## config.mk

```make
export PLATFORM = sky130hd
export DESIGN_NAME = data_cache
export DESIGN_NICKNAME = d
export VERILOG_FILES = /design/src/rtl/cache_pkg.sv /design/src/rtl/cache_line_array.sv /design/src/rtl/data_cache.sv
export SDC_FILE = /design/constraint.sdc
export NUM_CORES = 1
export LEC_CHECK = 0
export BUFFER_PORTS_ARGS = -buffer_cell sky130_fd_sc_hd__clkbuf_2
export CORE_MARGIN = 3
export CORE_UTILIZATION = 30
export DETAILED_ROUTE_END_ITERATION = 12
export SYNTH_ARGS = -nofsm -noshare
export SYNTH_HDL_FRONTEND = slang
export SYNTH_HIERARCHICAL = 1
export SYNTH_SLANG_ARGS = --single-unit
```

## constraint.sdc

```tcl
create_clock -name clk -period 6.9 [get_ports clk]
set_input_delay 1.035 -clock clk [delete_from_list [all_inputs] [get_ports clk]]
set_output_delay 1.035 -clock clk [all_outputs]
set_load 0.005 [all_outputs]
```

## src/rtl/cache_pkg.sv

```systemverilog
// Shared types and address-field helpers for the L1 data cache.
//   cache_state_t : controller state encoding
//   BE_WORD       : byte-enable pattern for a full-word access
//   ADDR_W/OFF_W  : byte-address width and in-word offset width
//   tag_width()   : tag bits left after offset and index are removed
package cache_pkg;

    typedef enum logic [1:0] {
        IDLE    = 2'b00,
        RD_MISS = 2'b01,
        WR_THRU = 2'b10,
        DONE    = 2'b11
    } cache_state_t;

    localparam logic [3:0] BE_WORD    = 4'b1111;
    localparam int unsigned ADDR_W     = 32;
    localparam int unsigned OFF_W      = 2;
    localparam int unsigned WORD_BYTES = 4;

    function automatic int unsigned tag_width(input int unsigned sets);
        return ADDR_W - OFF_W - $clog2(sets);
    endfunction

endpackage

```

## src/rtl/cache_line_array.sv

```systemverilog
// Valid/tag/data storage for a direct-mapped cache of one-word lines.
//   clk, rst       : clock, synchronous active-low reset (clears valid bits only)
//   rd_idx         : lookup index; rd_valid/rd_tag/rd_data are combinational
//   wr_en          : write strobe for the line at wr_idx
//   wr_alloc       : with wr_en, also write wr_tag and set the valid bit (fill)
//   wr_be/wr_data  : byte enables and data for the line update
module cache_line_array
    import cache_pkg::*;
#(
    parameter int unsigned SETS  = 16,
    parameter int unsigned TAG_W = 26
) (
    input  logic                    clk,
    input  logic                    rst,
    input  logic [$clog2(SETS)-1:0] rd_idx,
    output logic                    rd_valid,
    output logic [TAG_W-1:0]        rd_tag,
    output logic [31:0]             rd_data,
    input  logic                    wr_en,
    input  logic                    wr_alloc,
    input  logic [$clog2(SETS)-1:0] wr_idx,
    input  logic [3:0]              wr_be,
    input  logic [TAG_W-1:0]        wr_tag,
    input  logic [31:0]             wr_data
);

    logic [SETS-1:0]  valid_q;
    logic [TAG_W-1:0] tag_q  [SETS];
    logic [31:0]      data_q [SETS];

    assign rd_valid = valid_q[rd_idx];
    assign rd_tag   = tag_q[rd_idx];
    assign rd_data  = data_q[rd_idx];

    always_ff @(posedge clk) begin
        if (!rst) begin
            valid_q <= '0;
        end else if (wr_en && wr_alloc) begin
            valid_q[wr_idx] <= 1'b1;
        end
    end

    // Tag and data need no reset: nothing is read as a hit until valid is set.
    always_ff @(posedge clk) begin
        if (wr_en) begin
            if (wr_alloc) begin
                tag_q[wr_idx] <= wr_tag;
            end
            for (int b = 0; b < WORD_BYTES; b++) begin
                if (wr_be[b]) begin
                    data_q[wr_idx][8*b +: 8] <= wr_data[8*b +: 8];
                end
            end
        end
    end

endmodule

```

## src/rtl/data_cache.sv

```systemverilog
// Direct-mapped, write-through L1 data cache with no write-allocate.
//   clk, rst                 : clock, synchronous active-low reset
//   MemReadM/MemWriteM       : load/store in M stage (store wins if both)
//   LdSrcM/StSrcM            : 1 = byte access (lbu / sb), 0 = word
//   ALUResultM/WriteDataM    : byte address and store data
//   ReadDataM/StallM         : load result and pipeline stall
//   mem_req/mem_we/mem_addr/mem_wdata/mem_be : registered backing-memory request
//   mem_rdata/mem_ack        : fill data and one-cycle completion pulse
//   hit_count/miss_count     : saturating load hit/miss counters
module data_cache
    import cache_pkg::*;
#(
    parameter int unsigned SETS      = 16,
    parameter int unsigned CNT_WIDTH = 16
) (
    input  logic                 clk,
    input  logic                 rst,
    input  logic                 MemReadM,
    input  logic                 MemWriteM,
    input  logic                 LdSrcM,
    input  logic                 StSrcM,
    input  logic [31:0]          ALUResultM,
    input  logic [31:0]          WriteDataM,
    output logic [31:0]          ReadDataM,
    output logic                 StallM,
    output logic                 mem_req,
    output logic                 mem_we,
    output logic [31:0]          mem_addr,
    output logic [31:0]          mem_wdata,
    output logic [3:0]           mem_be,
    input  logic [31:0]          mem_rdata,
    input  logic                 mem_ack,
    output logic [CNT_WIDTH-1:0] hit_count,
    output logic [CNT_WIDTH-1:0] miss_count
);

    localparam int unsigned IDX_W = $clog2(SETS);
    localparam int unsigned TAG_W = tag_width(SETS);

    cache_state_t state_q, state_d;

    logic [IDX_W-1:0] idx;
    logic [TAG_W-1:0] tag;
    logic             rd_valid;
    logic [TAG_W-1:0] rd_tag;
    logic [31:0]      rd_data;
    logic             hit;
    logic             is_store;
    logic             is_load;
    logic             capture;
    logic             st_hit_q;
    logic [31:0]      st_wdata;
    logic [3:0]       st_be;
    logic             fill_en;
    logic             upd_en;

    assign idx      = ALUResultM[IDX_W+OFF_W-1:OFF_W];
    assign tag      = ALUResultM[ADDR_W-1:IDX_W+OFF_W];
    assign hit      = rd_valid && (rd_tag == tag);
    assign is_store = MemWriteM;
    assign is_load  = MemReadM && !MemWriteM;
    assign capture  = (state_q == IDLE) && (is_store || (is_load && !hit));

    // Byte store: data and enable moved into the addressed lane.
    assign st_wdata = StSrcM ? (32'(WriteDataM[7:0]) << {ALUResultM[1:0], 3'b000}) : WriteDataM;
    assign st_be    = StSrcM ? (4'b0001 << ALUResultM[1:0]) : BE_WORD;

    // Line writes are gated by rst so an ack landing on a reset edge is dropped.
    assign fill_en = rst && (state_q == RD_MISS) && mem_ack;
    assign upd_en  = rst && (state_q == WR_THRU) && mem_ack && st_hit_q;

    cache_line_array #(
        .SETS  (SETS),
        .TAG_W (TAG_W)
    ) u_lines (
        .clk      (clk),
        .rst      (rst),
        .rd_idx   (idx),
        .rd_valid (rd_valid),
        .rd_tag   (rd_tag),
        .rd_data  (rd_data),
        .wr_en    (fill_en || upd_en),
        .wr_alloc (fill_en),
        .wr_idx   (mem_addr[IDX_W+OFF_W-1:OFF_W]),
        .wr_be    (fill_en ? BE_WORD : mem_be),
        .wr_tag   (mem_addr[ADDR_W-1:IDX_W+OFF_W]),
        .wr_data  (fill_en ? mem_rdata : mem_wdata)
    );

    always_comb begin
        state_d = state_q;
        unique case (state_q)
            IDLE: begin
                if (is_store) begin
                    state_d = WR_THRU;
                end else if (is_load && !hit) begin
                    state_d = RD_MISS;
                end
            end
            RD_MISS: if (mem_ack) state_d = DONE;
            WR_THRU: if (mem_ack) state_d = DONE;
            DONE:    state_d = IDLE;
            default: state_d = IDLE;
        endcase
    end

    always_ff @(posedge clk) begin
        if (!rst) begin
            state_q    <= IDLE;
            mem_req    <= 1'b0;
            mem_we     <= 1'b0;
            mem_addr   <= '0;
            mem_wdata  <= '0;
            mem_be     <= '0;
            st_hit_q   <= 1'b0;
            hit_count  <= '0;
            miss_count <= '0;
        end else begin
            state_q <= state_d;
            if (capture) begin
                mem_req   <= 1'b1;
                mem_we    <= is_store;
                mem_addr  <= {ALUResultM[31:2], 2'b00};
                mem_wdata <= is_store ? st_wdata : '0;
                mem_be    <= is_store ? st_be : BE_WORD;
                st_hit_q  <= hit;
            end else if (mem_ack && (state_q == RD_MISS || state_q == WR_THRU)) begin
                mem_req <= 1'b0;
            end
            if (state_q == IDLE && is_load && hit && !(&hit_count)) begin
                hit_count <= hit_count + CNT_WIDTH'(1);
            end
            if (capture && is_load && !(&miss_count)) begin
                miss_count <= miss_count + CNT_WIDTH'(1);
            end
        end
    end

    always_comb begin
        ReadDataM = '0;
        if (is_load) begin
            if (LdSrcM) begin
                unique case (ALUResultM[1:0])
                    2'd0: ReadDataM = {24'b0, rd_data[7:0]};
                    2'd1: ReadDataM = {24'b0, rd_data[15:8]};
                    2'd2: ReadDataM = {24'b0, rd_data[23:16]};
                    2'd3: ReadDataM = {24'b0, rd_data[31:24]};
                    default: ReadDataM = '0;
                endcase
            end else begin
                ReadDataM = rd_data;
            end
        end
    end

    assign StallM = rst && ((state_q == RD_MISS) || (state_q == WR_THRU) ||
                            ((state_q == IDLE) && (MemWriteM || (MemReadM && !hit))));

endmodule

```

# Word level (Yosys, flattened, before mapping)

Memory sizes are Yosys's and may differ from the RTL's.
Index checks and enable logic that the tools add are counted.

Add/sub/neg operators: 2
$lt $le $gt $ge: 3
Equality and inequality tests: 9
Shift operators: 2
Mux-type cells: 34
Bitwise gates (word level): 1
Reduce and logical (&&, ||, !) cells: 36

Operators with widths:

| kind                                                                          | count |
|---|---|
| 32-bit two-way mux                                                            | 5 |
| 32-bit case mux with 4 select lines                                           | 1 |
| 16-bit by 1-bit adder with 16-bit output (second input constant)              | 2 |
| 16-bit AND reduction                                                          | 2 |
| 8-bit by 5-bit left shift with 32-bit output                                  | 1 |
| 26-bit == test                                                                | 1 |
| 1-bit logical AND                                                             | 20 |
| 1-bit two-way mux                                                             | 19 |
| 16-bit OR                                                                     | 1 |
| 4-bit two-way mux                                                             | 3 |
| 4-bit by 5-bit less-than comparator with 1-bit output (second input constant) | 2 |
| 2-bit == test (second input constant)                                         | 4 |
| 2-bit two-way mux                                                             | 3 |
| 2-bit case mux with 3 select lines                                            | 1 |
| 1-bit logical OR                                                              | 5 |
| 1-bit binary-select mux with 4-bit select                                     | 1 |
| 1-bit demux with 4-bit select                                                 | 1 |
| 2-bit by 1-bit == test with 1-bit output (second input constant)              | 2 |
| 4-bit by 1-bit >= comparator with 1-bit output (second input constant)        | 1 |
| 1-bit zero test                                                               | 4 |
| 2-bit zero test                                                               | 2 |
| 1-bit by 2-bit left shift with 4-bit output (first input constant)            | 1 |
| 3-bit != test (second input constant)                                         | 1 |
| 2-bit by 1-bit != test with 1-bit output (second input constant)              | 1 |
| other kinds (3)                                                               | 3 |

Bits in registers: 119
Bits in writable memories: 928
Output and inout bits: 135
Memories: 2

Memories:

| name           | words | width | rd ports | clocked after memory_dff | write ports | RTL line               | source |
|---|---|---|---|---|---|---|---|
| u_lines.data_q | 16    | 32    | 1        | 0                        | 1           | cache_line_array.sv:29 | `logic [31:0] data_q [SETS];` |
| u_lines.tag_q  | 16    | 26    | 1        | 0                        | 1           | cache_line_array.sv:28 | `logic [TAG_W-1:0] tag_q [SETS];` |

# Longest topological paths before layout

Word-level depth: 9
Mapped depth: 15
Gate-level depth less buffers: 10

# Cells and area by module

The synthesis kept the hierarchy.

By module, submodules not included:

| module           | times used | cells each | area an instance (µm²) | seq. area each (µm²) |
|---|---|---|---|---|
| cache_line_array | 1          | 1,568      | 35,642.9               | 28,187.0 |
| data_cache       | 1          | 730        | 5,684.2                | 2,062.0 |

# Worst setup path before layout

Ideal clock, no wire load.

Path type: input to output
From: input port ALUResultM[2]
To: output port StallM
Data arrival time: 3.764 ns
Required time: 5.865 ns
Setup slack: 2.101 ns
Stages: 13
Path buffers: 4
Cells stage by stage: buf_2 -> buf_2 -> mux4_2 -> a22oi_1 -> nand2_1 -> xnor2_1 -> nand4_1 -> nor4_4 -> a21oi_1 -> nor2_2 -> buf_2 -> buf_2 -> a21oi_1

Word-level cells in the longest chain between the ends: 9
Elaborated cells between the ends (all ways): 11
Those cells by class: 1 x eq/ne; 2 x mux; 7 x reduce/logical; 1 x memory

Ends and longest elaborated chain:

| element             | RTL line          | source |
|---|---|---|
| start: declaration  | data_cache.sv:22  | `input logic [31:0] ALUResultM,` |
| memory 16 x 26 bit  | -                 |  |
| named net rd_tag[5] | data_cache.sv:45  | `logic [TAG_W-1:0] rd_tag;` |
| 26-bit == test      | data_cache.sv:59  | `assign hit = rd_valid && (rd_tag == tag);` |
| 1-bit logical AND   | data_cache.sv:59  |  |
| 1-bit zero test     | data_cache.sv:157 | `((state_q == IDLE) && (MemWriteM \|\| (MemReadM && !hit))));` |
| 1-bit logical AND   | data_cache.sv:157 |  |
| 1-bit logical OR    | data_cache.sv:157 |  |
| 1-bit logical AND   | data_cache.sv:157 |  |
| 1-bit logical OR    | data_cache.sv:156 | `assign StallM = rst && ((state_q == RD_MISS) \|\| (state_q == WR_THRU) \|\|` |
| 1-bit logical AND   | data_cache.sv:156 |  |
| end: declaration    | data_cache.sv:25  | `output logic StallM,` |

The timed path passes the listed nets, and every way through them passes these cells. The select of a mux whose other input is x is not followed.

# Worst setup path after layout

Same ends and word-level chain as after synthesis.

==> run_results.csv <==
group,metric,value,unit
clock_network,cts_tree,"yes",
power,p_sw,3.44,mW
logic_synthesis,synth-async-reset-ratio,0,%
timing,worst_slew_pin_slew,1.15,ns
power,ir_drop,0.373,mV
clock_network,numCtsBuffers,102,
layout,syn2layout_area_growth,16.3,%
worst_setup_path,critPathMaxStageDelay,0.55,ns
power,seqPwrFrac,52.1,%
worst_setup_path,critPathBufInv,4,
timing,period_share,80.0,%
worst_setup_path,worstPathCellList,"buf_8, buf_12, mux4_2, a22oi_1, nand2_1, xnor2_1, nand4_1, nor3_1, buf_4, a21oi_1, nor2_4, a21oi_1, clkbuf_2",
logic_synthesis,synth_edf_count,928,
global_routing,grt_usage,14.8,%
clock_network,clkTransAtPathRegs,0.06,ns
run,cap_violations,0,
layout,drive_gt1_share,27.5,%
logic_synthesis,synth.largest_area_cell,"edfxtp_1",
worst_setup_path,crit_fanout,40,
detailed_routing,ant_nets,0,
timing,setup_violations,0,
power,p_int,10.9,mW
detailed_routing,vias_per_cell,5.06,
logic_synthesis,syn-cell-area,0.0413,mm²
timing,relSlewSlack,23.1,%
hold_path,hold_class,"flop to flop",
placed_design,numPortBuffers,235,
logic_synthesis,synth_top_area_share,67.4,%
power,sw_frac_of_total,23.9,%
timing,finalSetupTns,0,ns
worst_setup_path,critPathTopFamily,"buffers and inverters",
die,fp.dieArea,0.142,mm²
global_routing,overflow,0,
worst_setup_path,cp_slowest_cell,"mux4_2",
detailed_routing,drt-initial-drc-count,2245,
global_routing,first_global_vias,22361,
clock_network,htreeDepth,3,
detailed_routing,post-route-drc-count,0,
clock_network,clock_latency,0.70,ns
die,rows,135,
logic_synthesis,yosys_register_bits,1047,
die,core-area,0.136,mm²
die,die_w,377,µm
worst_setup_path,crit_type,"primary input to primary output",
timing,hold_viol_final,0,
global_routing,antenna_found_initial,3,
power,p_leak,15.9,nW
die,initial_core_util,30.4,%
logic_synthesis,ys.flop_type,"edfxtp_1",
global_routing,grt_max_degree,104,
logic_synthesis,ys_seq_area_share,73.2,%
timing,skew,0.0268,ns
timing,drv_slew,0,
worst_setup_path,cp.arrival,4.48,ns
clock_network,cts_sinks,1047,
timing,finalCriticalPeriod,5.52,ns
detailed_routing,firstDrtPassIters,5,
detailed_routing,finalWirelength,107,mm
logic_synthesis,synth.distinct_cells,53,
clock_network,cts_max_path_buffers,3,
clock_network,cts_hold_buf,0,
layout,multiInputGateArea,0.0105,mm²
placed_design,gp_congestion,0.792,
clock_network,postCtsSetupBuffers,0,
global_routing,grt_pass1_wl,155,mm
logic_synthesis,syn_area_per_cell,18.0,µm²
outcome,status,"finished clean",
logic_synthesis,ys_warn_count,6,
clock_network,cts_resized,0,
clock_network,clock-root-buffer,"clkbuf_16",
power,power_frac_clock,39.2,%
power,p_per_area,299,mW/mm²
layout,n_fill_cell,12733,
die,die_h,377,µm
timing,max_freq,181,MHz
detailed_routing,vias,22324,
logic_synthesis,synth_cells,2298,
worst_setup_path,required,5.86,ns
worst_setup_path,start_kind,"primary input",
timing,rsz0062_at_grt,"false",
power,power_frac_comb,8.7,%
die,pin_count,238,
layout,ff_latch_area,0.0302,mm²
worst_setup_path,critical_path.endpoint_type,"primary output",
power,p_total,14.4,mW
worst_setup_path,cp_common_cell,"a21oi_1",
layout,nets,2650,
logic_synthesis,synthTopCellsByArea,"edfxtp_1, mux4_2, dfxtp_1",
detailed_routing,wl_per_cell,24.2,µm
placed_design,hpwl,65.9,mm
kinds of logic after synthesis:
logic type | after synthesis | share of synthesized area [%]
DFF | 1047 | 73.2
and+or+nand+nor | 455 | 5.23
AOI/OAI and AO/OA | 283 | 4.54
muxes | 282 | 14.1
buffers and inverters | 183 | 1.90
xor gates and xnor gates | 41 | 0.869
adders and majority gates | 6 | 0.182
other | 1 | 0.00907
sequential cells by signal (all words and copies together), names as in the netlist:
| register | count |
|---|---|
| mem_wdata | 32 |
| state_q | 2 |
| mem_req | 1 |
| hit_count | 16 |
| u_lines/valid_q | 16 |
| mem_we | 1 |
| u_lines/tag_q | 416 |
| mem_addr | 30 |
| miss_count | 16 |
| mem_be | 4 |
| st_hit_q | 1 |
| u_lines/data_q | 512 |
synth_stat cells, types with 36 or more instances:
master,n
a22oi_1,142
buf_2,38
clkbuf_1,88
dfxtp_1,119
edfxtp_1,928
inv_1,39
mux4_2,236
nand2_1,151
nand3_1,58
nor2_1,133
o21ai_0,56
xnor2_1,36
metal layers:
metal  part of all wire (%)  global-route usage (%)
met1                     43                    20.2
met4                    3.0                    5.20
met2                     46                    23.0
met5                      0                       0
met3                    7.8                    3.80
placed cells by master (no fill, tap or decap), types with 56 or more instances in the layout:
master / instances
clkbuf_16: 103
clkbuf_2: 232
mux4_2: 236
nand2_1: 151
a22oi_1: 142
edfxtp_1: 928
o21ai_0: 56
dfxtp_1: 119
nor2_1: 115
nand3_1: 57
layout make-up:
type	instances	area share, %
clock buffer	135	5.72
multi-input combinational	1069	21.8
timing repair buffer	282	3.36
antenna	1	0.00521
clock inverter	54	1.27
tap	1781	4.64
inverter	39	0.305
sequential	1047	63.0
power by group through the flow:
stage | clock network [mW] | logic [mW] | registers (mW)
2_1_floorplan | 0 | 0.751 | 7.51
3_3_place_gp | 0 | 1.25 | 7.62
3_5_place_dp | 0 | 1.26 | 7.63
4_1_cts | 5.75 | 1.27 | 7.49
5_1_grt | 6.00 | 1.37 | 7.52
6_report | 5.63 | 1.25 | 7.49
path summary, 6_finish.rpt:
check / startpoint / endpoint / slack (ns) / depth (start not counted)
max reg2reg: u_lines/tag_q[3][12]$_DFFE_PP_ / hit_count[9]$_SDFFE_PN0P_ / 3.05 / 11
max: ALUResultM[2] / StallM / 1.38 / 13
min: u_lines/valid_q[2]$_SDFFE_PN0P_ / u_lines/valid_q[2]$_SDFFE_PN0P_ / 0.46 / 1
min reg2reg: u_lines/valid_q[2]$_SDFFE_PN0P_ / u_lines/valid_q[2]$_SDFFE_PN0P_ / 0.46 / 1
metrics by stage:
stage / cells / setup WS, ns / utilization [%] / hold slack, ns / instance area (µm²)
global placement: 4218 / 1.31 / 32.8 / 0.441 / 44700
finish: 4408 / 1.38 / 35.3 / 0.460 / 48000
detailed placement: 4218 / 1.34 / 32.8 / 0.448 / 44700
CTS: 4407 / 1.31 / 35.3 / 0.462 / 48000
global route: 4407 / 1.15 / 35.3 / 0.476 / 48000
floorplan: 2299 / 2.10 / - / 0.435 / 41300
Note: power is estimated with default switching activity, not from simulation.
